$ cat src/rtl/multimemory_arbiter.sv
// Shares one single-port synchronous RAM among REQUESTERS read/write ports; read data is routed back by tag.
// Optional: define MULTIMEMORY_ARB_FIXED_PRIO_EN for fixed priority (lowest index wins) instead of round-robin.
module multimemory_arbiter #(
    parameter int REQUESTERS = 3,
    parameter int DATA_WIDTH = 16,
    parameter int ADDR_WIDTH = 16
) (
    input  logic                             clk,
    input  logic                             rst,
    input  logic [REQUESTERS*ADDR_WIDTH-1:0] r_addr,
    input  logic [REQUESTERS-1:0]            r_avalid,
    output logic [REQUESTERS-1:0]            r_aready,
    output logic [REQUESTERS-1:0]            r_dvalid,
    output logic [REQUESTERS*DATA_WIDTH-1:0] r_data,
    input  logic [REQUESTERS*ADDR_WIDTH-1:0] w_addr,
    input  logic [REQUESTERS*DATA_WIDTH-1:0] w_data,
    input  logic [REQUESTERS-1:0]            w_valid,
    output logic [REQUESTERS-1:0]            w_ready,
    output logic                             m_en,
    output logic                             m_we,
    output logic [ADDR_WIDTH-1:0]            m_addr,
    output logic [DATA_WIDTH-1:0]            m_wdata,
    input  logic [DATA_WIDTH-1:0]            m_rdata
);
    localparam int IDX_W = $clog2(REQUESTERS);

    logic [REQUESTERS-1:0] w_req;
    logic                  w_gnt_any;
    logic [IDX_W-1:0]      w_gnt_idx;
    logic                  w_active;
    logic                  w_gnt_wr;
    logic [ADDR_WIDTH-1:0] w_sel_addr;
    logic [DATA_WIDTH-1:0] w_sel_wdata;

    logic [ADDR_WIDTH-1:0] r_maddr;
    logic [DATA_WIDTH-1:0] r_mwdata;
    logic                  r_tag_v;
    logic [IDX_W-1:0]      r_tag_idx;

    assign w_req = r_avalid | w_valid;

`ifdef MULTIMEMORY_ARB_FIXED_PRIO_EN
    always_comb begin
        w_gnt_any = 1'b0;
        w_gnt_idx = '0;
        for (int k = REQUESTERS - 1; k >= 0; k--) begin
            if (w_req[k]) begin
                w_gnt_any = 1'b1;
                w_gnt_idx = IDX_W'(k);
            end
        end
    end
`else
    localparam logic [IDX_W-1:0] LAST_IDX = IDX_W'(REQUESTERS - 1);

    logic [IDX_W-1:0] r_ptr;

    // Offsets are scanned high to low so the requester nearest the pointer is the last one written.
    always_comb begin
        int cand;
        cand      = 0;
        w_gnt_any = 1'b0;
        w_gnt_idx = '0;
        for (int k = REQUESTERS - 1; k >= 0; k--) begin
            cand = int'(r_ptr) + k;
            if (cand >= REQUESTERS) begin
                cand = cand - REQUESTERS;
            end
            if (w_req[cand[IDX_W-1:0]]) begin
                w_gnt_any = 1'b1;
                w_gnt_idx = cand[IDX_W-1:0];
            end
        end
    end

    always_ff @(posedge clk or negedge rst) begin
        if (!rst) begin
            r_ptr <= '0;
        end else if (w_active) begin
            r_ptr <= (w_gnt_idx == LAST_IDX) ? '0 : w_gnt_idx + 1'b1;
        end
    end
`endif

    assign w_active    = w_gnt_any & rst;
    assign w_gnt_wr    = w_valid[w_gnt_idx];
    assign w_sel_addr  = w_gnt_wr ? w_addr[w_gnt_idx*ADDR_WIDTH +: ADDR_WIDTH]
                                  : r_addr[w_gnt_idx*ADDR_WIDTH +: ADDR_WIDTH];
    assign w_sel_wdata = w_data[w_gnt_idx*DATA_WIDTH +: DATA_WIDTH];

    always_comb begin
        r_aready = '0;
        w_ready  = '0;
        if (w_active) begin
            if (w_gnt_wr) begin
                w_ready[w_gnt_idx] = 1'b1;
            end else begin
                r_aready[w_gnt_idx] = 1'b1;
            end
        end
    end

    // Address and write data hold their last driven value while the RAM is idle.
    assign m_en    = w_active;
    assign m_we    = w_active & w_gnt_wr;
    assign m_addr  = w_active ? w_sel_addr : r_maddr;
    assign m_wdata = (w_active & w_gnt_wr) ? w_sel_wdata : r_mwdata;

    always_ff @(posedge clk or negedge rst) begin
        if (!rst) begin
            r_maddr   <= '0;
            r_mwdata  <= '0;
            r_tag_v   <= 1'b0;
            r_tag_idx <= '0;
            r_dvalid  <= '0;
            r_data    <= '0;
        end else begin
            if (w_active) begin
                r_maddr <= w_sel_addr;
            end
            if (w_active & w_gnt_wr) begin
                r_mwdata <= w_sel_wdata;
            end
            r_tag_v   <= w_active & ~w_gnt_wr;
            r_tag_idx <= w_gnt_idx;
            // Second tag stage: RAM output is valid now and lands in the issuing requester's slot.
            for (int i = 0; i < REQUESTERS; i++) begin
                r_dvalid[i] <= r_tag_v && (r_tag_idx == IDX_W'(i));
                if (r_tag_v && (r_tag_idx == IDX_W'(i))) begin
                    r_data[i*DATA_WIDTH +: DATA_WIDTH] <= m_rdata;
                end
            end
        end
    end

endmodule

$ cat config.mk
export PLATFORM = sky130hd
export DESIGN_NAME = multimemory_arbiter
export DESIGN_NICKNAME = d
export VERILOG_FILES = /design/src/rtl/multimemory_arbiter.sv
export SDC_FILE = /design/constraint.sdc
export NUM_CORES = 1
export LEC_CHECK = 0
export ABC_CLOCK_PERIOD_IN_PS = 7650
export BUFFER_PORTS_ARGS = -buffer_cell sky130_fd_sc_hd__buf_4
export CORE_AREA = 2 2 101 103
export CTS_BUF_LIST = sky130_fd_sc_hd__clkbuf_2 sky130_fd_sc_hd__clkbuf_4 sky130_fd_sc_hd__clkbuf_8
export CTS_CLUSTER_SIZE = 28
export DETAILED_ROUTE_END_ITERATION = 8
export DIE_AREA = 0 0 103 105
export PLACE_DENSITY = 0.81
export SLEW_MARGIN = 15
export SYNTH_ARGS = -nofsm -noshare
export SYNTH_HDL_FRONTEND = slang
export SYNTH_SLANG_ARGS = --single-unit
$ cat constraint.sdc
create_clock -name clk -period 7.65 [get_ports clk]
set_clock_uncertainty 0.1 [all_clocks]
set_input_delay 0.765 -clock clk [delete_from_list [all_inputs] [get_ports clk]]
set_output_delay 0.765 -clock clk [all_outputs]
set_load 0.01 [all_outputs]
==> qor.txt, run 1 <==
status - complete, no violations
1st-iter DRT viols - 248
clk_lat worst skew - 0.36 ns
Sw Pwr - 1.13 mW
Antenna Nets Post-Route - 0
Post-synth ARST share - 100%
Bufs and invs on worst path - 3
worst reg2reg setup slack - 4.46 ns
Clock transition at path regs - 0.09 ns
setup TNS - 0 ns
# Max-Cap Violations - 0
post-CTS setup buffer count - 0
Seq/Total Area, Yosys - 49.8%
met1 Use GR - 33.4%
Post-DP HPWL - 10.5 mm
gr busiest metal - met2
Register Area - 2200 um2
Rows - 36
post-synthesis register bit count - 88
Starting Density - 45.9%
Worst Setup SP - r_ptr[0]
crit-path leading delay family - compound AO/OA/AOI/OAI gates
worst-path maximum fanout - 33
placer congestion estimate - 0.837
Critical Path RT - 6.78 ns
die area - 10800 um2
worst vdd ir - 0.199 mV
# fillers - 759
start of the worst register-to-register path - r_ptr[0]
Die H - 105 um
Port Buf Inserts - 258
routed len/inst - 17.0 um
largest net degree at the start of global routing - 57
total routed wirelength - 14.4 mm
multi-input logic area - 2080 um2
critical path, cell by cell - inv_1, ha_1, or3b_2, a2bb2oi_1, a21oi_4, a221oi_4, buf_4, mux2_2, a21oi_1, buf_4
met3 Use GR - 5.69%
Critical Path AT - 3.52 ns
Avg Cell Area, Syn - 9.59 um2
met2 GRT Util - 44.6%
Max Transition Viols Final - 0
core area - 9640 um2
combinational power share - 58.4%
final instance area - 6680 um2
Sw Share - 41.5%
vias post-DR - 4545
synthesized cell area - 4420 um2
gr usage total - 26.6%
vias in the first global route - 4583
Final #Nets - 877
Max Root-Sink Buffers - 2
Die Width - 103 um
Cell Int Power - 1.59 mW
Placed Area - 6480 um2
Cell variety after synth - 39
Post-synth EDFFs - 0
final hold violations - 0
fin crit share - 57.3%
Syn Nets - 631
clock power share - 12.3%
RR Endpoint - r_maddr[0]
FMAX - 228 MHz
H-tree Lvls - 3
path type of the worst min-delay path - in2async
CTS resizes - 0
cell repeated most along the worst path - buf_4
share of layout cells above drive strength 1 - 45.8%
Avg Vias per Cell - 5.38
Syn. warnings - 0
# setup viols final - 0
drt pass-1 iters - 5
Slew @ Worst Pin - 0.742 ns
RSZ-0062 raised after global routing - no
TritonCTS clock tree - built
Primary FF master, synth - dfrtp_1
cts hold-fix bufs - 0
Crit-path slowest cell - or3b_2
synthesized instance count - 461
crit path time final - 4.38 ns
drc violations - 0
diode count - 0
global route total overflow - 0
num ports - 259
leak pwr - 3.34 nW
Critical Path Sink Type - output port
sequential power share - 29.3%
CP peak stage delay - 0.49 ns
area grow syn2layout - 51.0%
TritonCTS buffer count - 9
P per Cell Area - 408 nW/um2
max_slew headroom - 50.4%
crit start category - flop
Root Buffer - clkbuf_8
Clock Sinks - 88
Worst Reg2Reg Path Length in Cells - 9
initial antenna violation count - 0
Crit Path Category - reg2out
first-pass GRT wire length - 22.6 mm
logic make-up after synthesis:
| kind of cell | count (synthesis) | share of synthesized area, % |
|---|---|---|
| compound gates | 141 | 20.5 |
| simple gates | 141 | 12.9 |
| flops | 88 | 49.8 |
| mux | 48 | 12.2 |
| buf+inv | 40 | 3.76 |
| fa+ha+maj | 3 | 0.792 |
worst register-to-register path, delay by kind of cell, from the launching register on:
family	cells	cell delay, ns
multiplexers	1	0.40
buffers and inverters	2	0.49
AND/OR/NAND/NOR	1	0.49
adder cells (fa/ha/maj)	1	0.34
flip-flops	1	0.39
AO/OA/AOI/OAI	4	0.88
metal layers:
layer,vias to the layer above,routed length [um]
met5,-,0
met4,0,292
met3,27,1200
met2,239,7240
met1,2162,5630
li1,2117,-
power by group through the flow:
stage	combinational [mW]	clock, mW	sequential (mW)
3_5_place_dp	1.59	0	0.807
6_report	1.59	0.334	0.798
4_1_cts	1.60	0.343	0.798
3_3_place_gp	1.55	0	0.796
2_1_floorplan	0.832	0	0.851
5_1_grt	1.74	0.360	0.821
synthesized netlist by cell type (all sizes together), types with 3 or more instances:
master,number,share of area (%)
a21oi,50,5.7
a221oi,3,1.3
a22o,16,3.2
a22oi,32,5.4
buf,10,1.2
clkbuf,21,1.8
dfrtp,88,50
inv,7,0.59
mux2,48,12
nand2,100,8.5
nor2,26,2.2
o21ai,35,4.0
per-stage QoR:
stage / worst slack (ns) / cells / util (%) / hold slack [ns] / power (mW)
floorplan: 3.91 / 461 / - / 0.369 / 1.68
global placement: 3.66 / 829 / 67.2 / 0.359 / 2.35
detailed placement: 3.55 / 829 / 67.2 / 0.364 / 2.39
CTS: 3.25 / 845 / 69.3 / 0.241 / 2.74
global route: 3.02 / 845 / 69.3 / 0.265 / 2.92
finish: 3.27 / 845 / 69.3 / 0.246 / 2.72
layout make-up:
type                            instances  area share [%]
Sequential cell                        88            33.0
Tap cell                              133            2.49
Clock buffer                            9            1.85
Multi-Input combinational cell        333            31.1
Timing Repair Buffer                  266            29.9
Inverter                                9           0.506
Clock inverter                          7            1.16
placed cells by master, fill, tap and decap left out, types with 2 or more instances in the layout:
cell type	instances
buf_4	266
nand2_1	100
dfrtp_1	88
a21oi_1	49
mux2_2	36
a22oi_1	32
nor2_1	26
o21ai_0	18
o21ai_1	17
a22o_1	16
mux2_1	12
clkbuf_8	9
inv_1	6
inv_6	3
a221oi_4	2
and2_1	2
nor3_1	2
nand3b_1	2
clkinv_1	2
ha_1	2
worst max path at each step:
stage | to | slack [ns] | cells after the start
final | m_addr[0] | 3.27 | 10
after CTS | m_addr[0] | 3.25 | 10
after detailed placement | m_wdata[5] | 3.55 | 9
after floorplan | m_addr[13] | 3.91 | 7
after global routing | m_addr[0] | 3.02 | 10
after global placement | m_addr[2] | 3.66 | 9
state kept, by name, indices dropped and copies added (netlist names):
register / cells
r_data: 48
r_maddr: 16
r_mwdata: 16
r_dvalid: 3
r_ptr: 2
r_tag_idx: 2
r_tag_v: 1
Note: power is estimated with default switching activity, not from simulation.
==> inputs of run 2 (changes only) <==
ABC_CLOCK_PERIOD_IN_PS = 4000   (was 7650)
CORE_AREA = not set   (was 2 2 101 103)
CORE_MARGIN = 2   (was not set)
CORE_UTILIZATION = 41   (was not set)
DIE_AREA = not set   (was 0 0 103 105)
PLACE_DENSITY = 0.77   (was 0.81)
clock period = 4 ns   (was 7.65 ns; I/O delays follow)
==> run 2 against run 1 <==
Sequential cell count is the same. Register-to-register slack worse by 3.5 ns. Wire length increased by 1.2%. Count of clock-buffer cells in the layout unchanged. Cell count up 0.71%. Sequential share of layout area shrank 0.44 points.
==> qor.txt, run 2 (same netlist as run 1, synthesis figures left out) <==
status - complete, no violations
# Max-Cap Violations - 0
Post-DP HPWL - 10.7 mm
max_slew headroom - 49.6%
first-pass GRT wire length - 22.6 mm
total routed wirelength - 14.5 mm
Regs by FF count - r_data x48, r_maddr x16, r_mwdata x16
diode count - 0
final hold violations - 0
Clock transition at path regs - 0.10 ns
fin crit share - 96.1%
TritonCTS clock tree - built
# fillers - 853
crit start category - flop
worst vdd ir - 0.380 mV
RSZ-0062 raised after global routing - yes
Sw Share - 40.3%
Max Root-Sink Buffers - 2
Critical Path Sink Type - output port
H-tree Lvls - 3
1st-iter DRT viols - 183
clk_lat worst skew - 0.35 ns
Critical Path RT - 3.50 ns
Clock Sinks - 88
vias post-DR - 4504
TritonCTS buffer count - 9
drc violations - 0
drt pass-1 iters - 5
area grow syn2layout - 53.0%
Avg Vias per Cell - 5.29
num ports - 259
max FFs per register - 48
Root Buffer - clkbuf_8
clock power share - 14.4%
path type of the worst min-delay path - in2reg
die area - 11600 um2
Starting Density - 42.5%
placer congestion estimate - 0.845
Crit Path Category - reg2out
initial antenna violation count - 0
vias in the first global route - 4591
Placed Area - 6500 um2
Rows - 37
commonest non-fill, non-tap cell in the layout - buf_4
final instance area - 6770 um2
Die Width - 108 um
Antenna Nets Post-Route - 0
Max Transition Viols Final - 0
Final #Nets - 880
core area - 10400 um2
sequential power share - 28.6%
Slew @ Worst Pin - 0.754 ns
combinational power share - 57.0%
crit path time final - 3.84 ns
largest register by flop count - r_data
worst-path maximum fanout - 24
Die H - 108 um
power consumption - 5.35 mW
global route total overflow - 0
largest net degree at the start of global routing - 57
Sw Pwr - 2.16 mW
Fin Hold WS - 0.148 ns
Critical Path AT - 3.34 ns
leak pwr - 3.38 nW
routed len/inst - 17.1 um
share of layout cells above drive strength 1 - 46.0%
P per Cell Area - 791 nW/um2
gr usage total - 24.8%
Cell Int Power - 3.20 mW
Port Buf Inserts - 258
most frequent cells in the layout - buf_4, nand2_1, dfrtp_1
FMAX - 260 MHz
# setup viols final - 0
-- run 2: changes by cell type in the layout (fill, tap and decap cells not counted), moves of 2 or more --
cell / previous run / this run
o21ai_0: 18 / 16
bufinv_16: 1 / 3
o21ai_1: 17 / 19
inv_6: 3 / 1
-- run 2: worst paths after layout --
| path | start | to | slack [ns] | cells past startpoint |
|---|---|---|---|---|
| worst max-delay path | r_ptr[0] | m_addr[5] | 0.16 | 10 |
| worst min-delay path | m_rdata[12] | r_data[44] | 0.15 | 3 |
| worst max register to register | r_ptr[0] | r_maddr[5] | 0.98 | 9 |
| worst min register to register | r_data[34] | r_data[34] | 0.38 | 2 |
| max in group asynchronous | rst | r_ptr[0] | 2.28 | 3 |
| min in group asynchronous | rst | r_data[3] | 0.42 | 2 |
-- run 2: timing repair --
action,in CTS,in global routing
endpoints found under the hold margin,32,0
gates resized for setup,1,4
cloned,0,0
endpoints found under the setup margin,16,31
buffers inserted,0,0
hold buffers,1,0
-- run 2: per-layer routing --
metal	track usage [%]	wire length, um	vias to the layer above
li1	-	-	2124
met2	43.3	7390	185
met5	0	0	-
met3	4.36	882	23
met4	8.06	276	0
met1	31.1	5990	2172
-- run 2: power groups by stage --
stage                     Combinational [mW]  Clock, mW  Sequential, mW
after floorplan                         1.59          0            1.63
after global placement                  2.97          0            1.53
after detailed placement                3.05          0            1.55
after CTS                               3.06      0.785            1.53
after global routing                    3.33      0.826            1.57
final                                   3.05      0.768            1.53
-- run 2: layout make-up --
cell class	count	area, um2	share of cell area [%]
flip-flops and latches	88	2200	32.5
multi-input cells	333	2090	30.8
repair buffers	269	2030	29.9
well taps	136	170	2.51
clock inverters	7	128	1.89
clock buffers	9	124	1.83
inverters	9	33.8	0.499
-- run 2: worst max-delay path, stage by stage (launching register included) --
cell and delay [ns]:
dfrtp_1 0.36, inv_1 0.06, ha_1 0.37, or3b_1 0.45, a221oi_4 0.38, a21oi_4 0.07, a221oi_4 0.25, buf_4 0.33
mux2_1 0.35, a21oi_1 0.21, buf_4 0.17
-- run 2: metrics by stage --
stage / worst slack, ns / cells / utilization, % / TNS (ns)
after floorplan: 0.678 / 461 / - / 0
after global placement: 0.337 / 834 / 62.4 / 0
after detailed placement: 0.185 / 834 / 62.4 / 0
after CTS: 0.0649 / 851 / 64.9 / 0
final: 0.158 / 851 / 65.0 / 0
after global routing: -0.0246 / 851 / 65.0 / -0.0754
==> inputs of run 3 (changes only) <==
CAP_MARGIN = 0   (was not set)
CORE_ASPECT_RATIO = 0.5   (was not set)
==> run 3 against run 2 <==
Cell count grew 1.1%. Combinational power grew 3%. Hold slack lost 0.0044 ns. Cell area grew 0.15%. Count of clock-buffer cells in the layout is the same. Power shrank 1.2%. Via count shrank 0.51%. Critical path type unchanged.
==> qor.txt, run 3 (same netlist as run 1, synthesis figures left out) <==
Antenna Nets Post-Route - 0
num ports - 259
gr usage total - 25.6%
drt pass-1 iters - 4
die area - 11700 um2
1st-iter DRT viols - 241
crit start category - flop
Avg Vias per Cell - 5.21
first-pass GRT wire length - 23.4 mm
vias post-DR - 4481
Crit-path slowest cell - or3b_1
share of layout cells above drive strength 1 - 46.4%
max_slew headroom - 39.0%
Die Width - 151 um
Critical Path AT - 3.35 ns
hold_sp - m_rdata[10]
Port Buf Inserts - 258
Placed Area - 6520 um2
Clock Sinks - 88
core area - 10300 um2
# fillers - 875
# setup viols final - 0
max FFs per register - 48
largest net degree at the start of global routing - 73
FMAX - 260 MHz
setup TNS - 0 ns
Starting Density - 42.8%
Clock transition at path regs - 0.10 ns
status - complete, no violations
Max Transition Viols Final - 0
worst vdd ir - 0.443 mV
Max Root-Sink Buffers - 2
TritonCTS clock tree - built
H-tree Lvls - 3
Fin Hold WS - 0.144 ns
Critical Path RT - 3.50 ns
Slew @ Worst Pin - 0.915 ns
Worst Setup SP - r_ptr[0]
leak pwr - 3.39 nW
Bufs and invs on worst path - 3
crit-path leading delay family - compound AO/OA/AOI/OAI gates
commonest non-fill, non-tap cell in the layout - buf_4
Final WS setup - 0.148 ns
Root Buffer - clkbuf_8
global route total overflow - 0
# Max-Cap Violations - 0
diode count - 0
Final #Nets - 885
final core utilization - 65.5%
initial antenna violation count - 0
Register Area - 2200 um2
worst-path maximum fanout - 17
Regs by FF count - r_data x48, r_maddr x16, r_mwdata x16
crit path time final - 3.85 ns
area grow syn2layout - 53.3%
Post-DP HPWL - 10.8 mm
path type of the worst min-delay path - in2reg
placer congestion estimate - 0.857
largest register by flop count - r_data
start of the worst register-to-register path - r_ptr[0]
Setup Slack @ Placement - 0.397 ns
drc violations - 0
routed len/inst - 17.4 um
TritonCTS buffer count - 9
most frequent cells in the layout - buf_4, nand2_1, dfrtp_1
CP peak stage delay - 0.45 ns
clk_lat worst skew - 0.35 ns
fin crit share - 96.3%
multi-input logic area - 2080 um2
RSZ-0062 raised after global routing - no
P per Cell Area - 780 nW/um2
Crit Path Category - reg2out
final hold violations - 0
critical path, cell by cell - inv_1, ha_1, or3b_1, a221oi_4, a21oi_4, a221oi_4, buf_12, mux2_2, a21oi_1, buf_4
cell repeated most along the worst path - a221oi_4
total routed wirelength - 15.0 mm
Die H - 77.4 um
vias in the first global route - 4495
final instance area - 6780 um2
Critical Path Sink Type - output port
Rows - 26
-- run 3: cell count changes in the layout (fill, tap and decap cells not counted), sizes merged --
cell,change
inv,+3
clkbuf,+1
clkinvlp,+1
clkinv,-1
buf,+4
bufinv,-3
-- run 3: report_power, final --
part,switching (mW),total (mW),leakage [nW],internal [mW]
Clock,0.364,0.610,0.0977,0.247
Sequential,0.200,1.53,1.05,1.33
Combinational,1.64,3.15,2.23,1.51
Total,2.20,5.29,3.39,3.08
-- run 3: final timing paths --
path | endpoint | slack, ns | cells after the start
min reg2reg | r_data[33] | 0.38 | 2
max | m_addr[0] | 0.15 | 10
min in group asynchronous | r_data[0] | 0.35 | 2
max reg2reg | r_maddr[0] | 0.99 | 9
max in group asynchronous | r_data[21] | 2.27 | 3
min | r_data[26] | 0.14 | 3
-- run 3: tightest hold or removal path, delay by kind of cell --
| kind | cells | cell delay (ns) |
|---|---|---|
| simple gates | 2 | 0.09 |
| buf+inv | 1 | 0.09 |
-- run 3: what timing repair did --
action | in CTS | in global routing
gates cloned | 0 | 1
endpoints found under the hold margin | 16 | 0
buffers inserted | 0 | 2
gates resized for setup | 1 | 5
endpoints found under the setup margin | 1 | 24
hold buffers | 1 | 0
pin swaps | 0 | 1
-- run 3: stage by stage --
| step | cells | power, mW |
|---|---|---|
| floorplan | 461 | 3.22 |
| global placement | 840 | 4.52 |
| detailed placement | 840 | 4.61 |
| CTS | 857 | 5.24 |
| global route | 860 | 5.65 |
| finish | 860 | 5.29 |
-- run 3: cell type report --
type	count	area share [%]
Clock inverter	7	1.03
Clock buffer	9	1.83
Tap cell	140	2.58
Sequential cell	88	32.5
Timing Repair Buffer	274	30.9
Inverter	9	0.498
Multi-Input combinational cell	333	30.7
-- run 3: routing by layer --
metal | part of all wire, % | GRT usage, % | vias up
met2 | 51 | 43.8 | 140
met1 | 43 | 34.1 | 2187
met4 | 2.0 | 6.54 | 0
met5 | 0 | 0 | -
met3 | 3.9 | 3.94 | 23
li1 | - | - | 2131
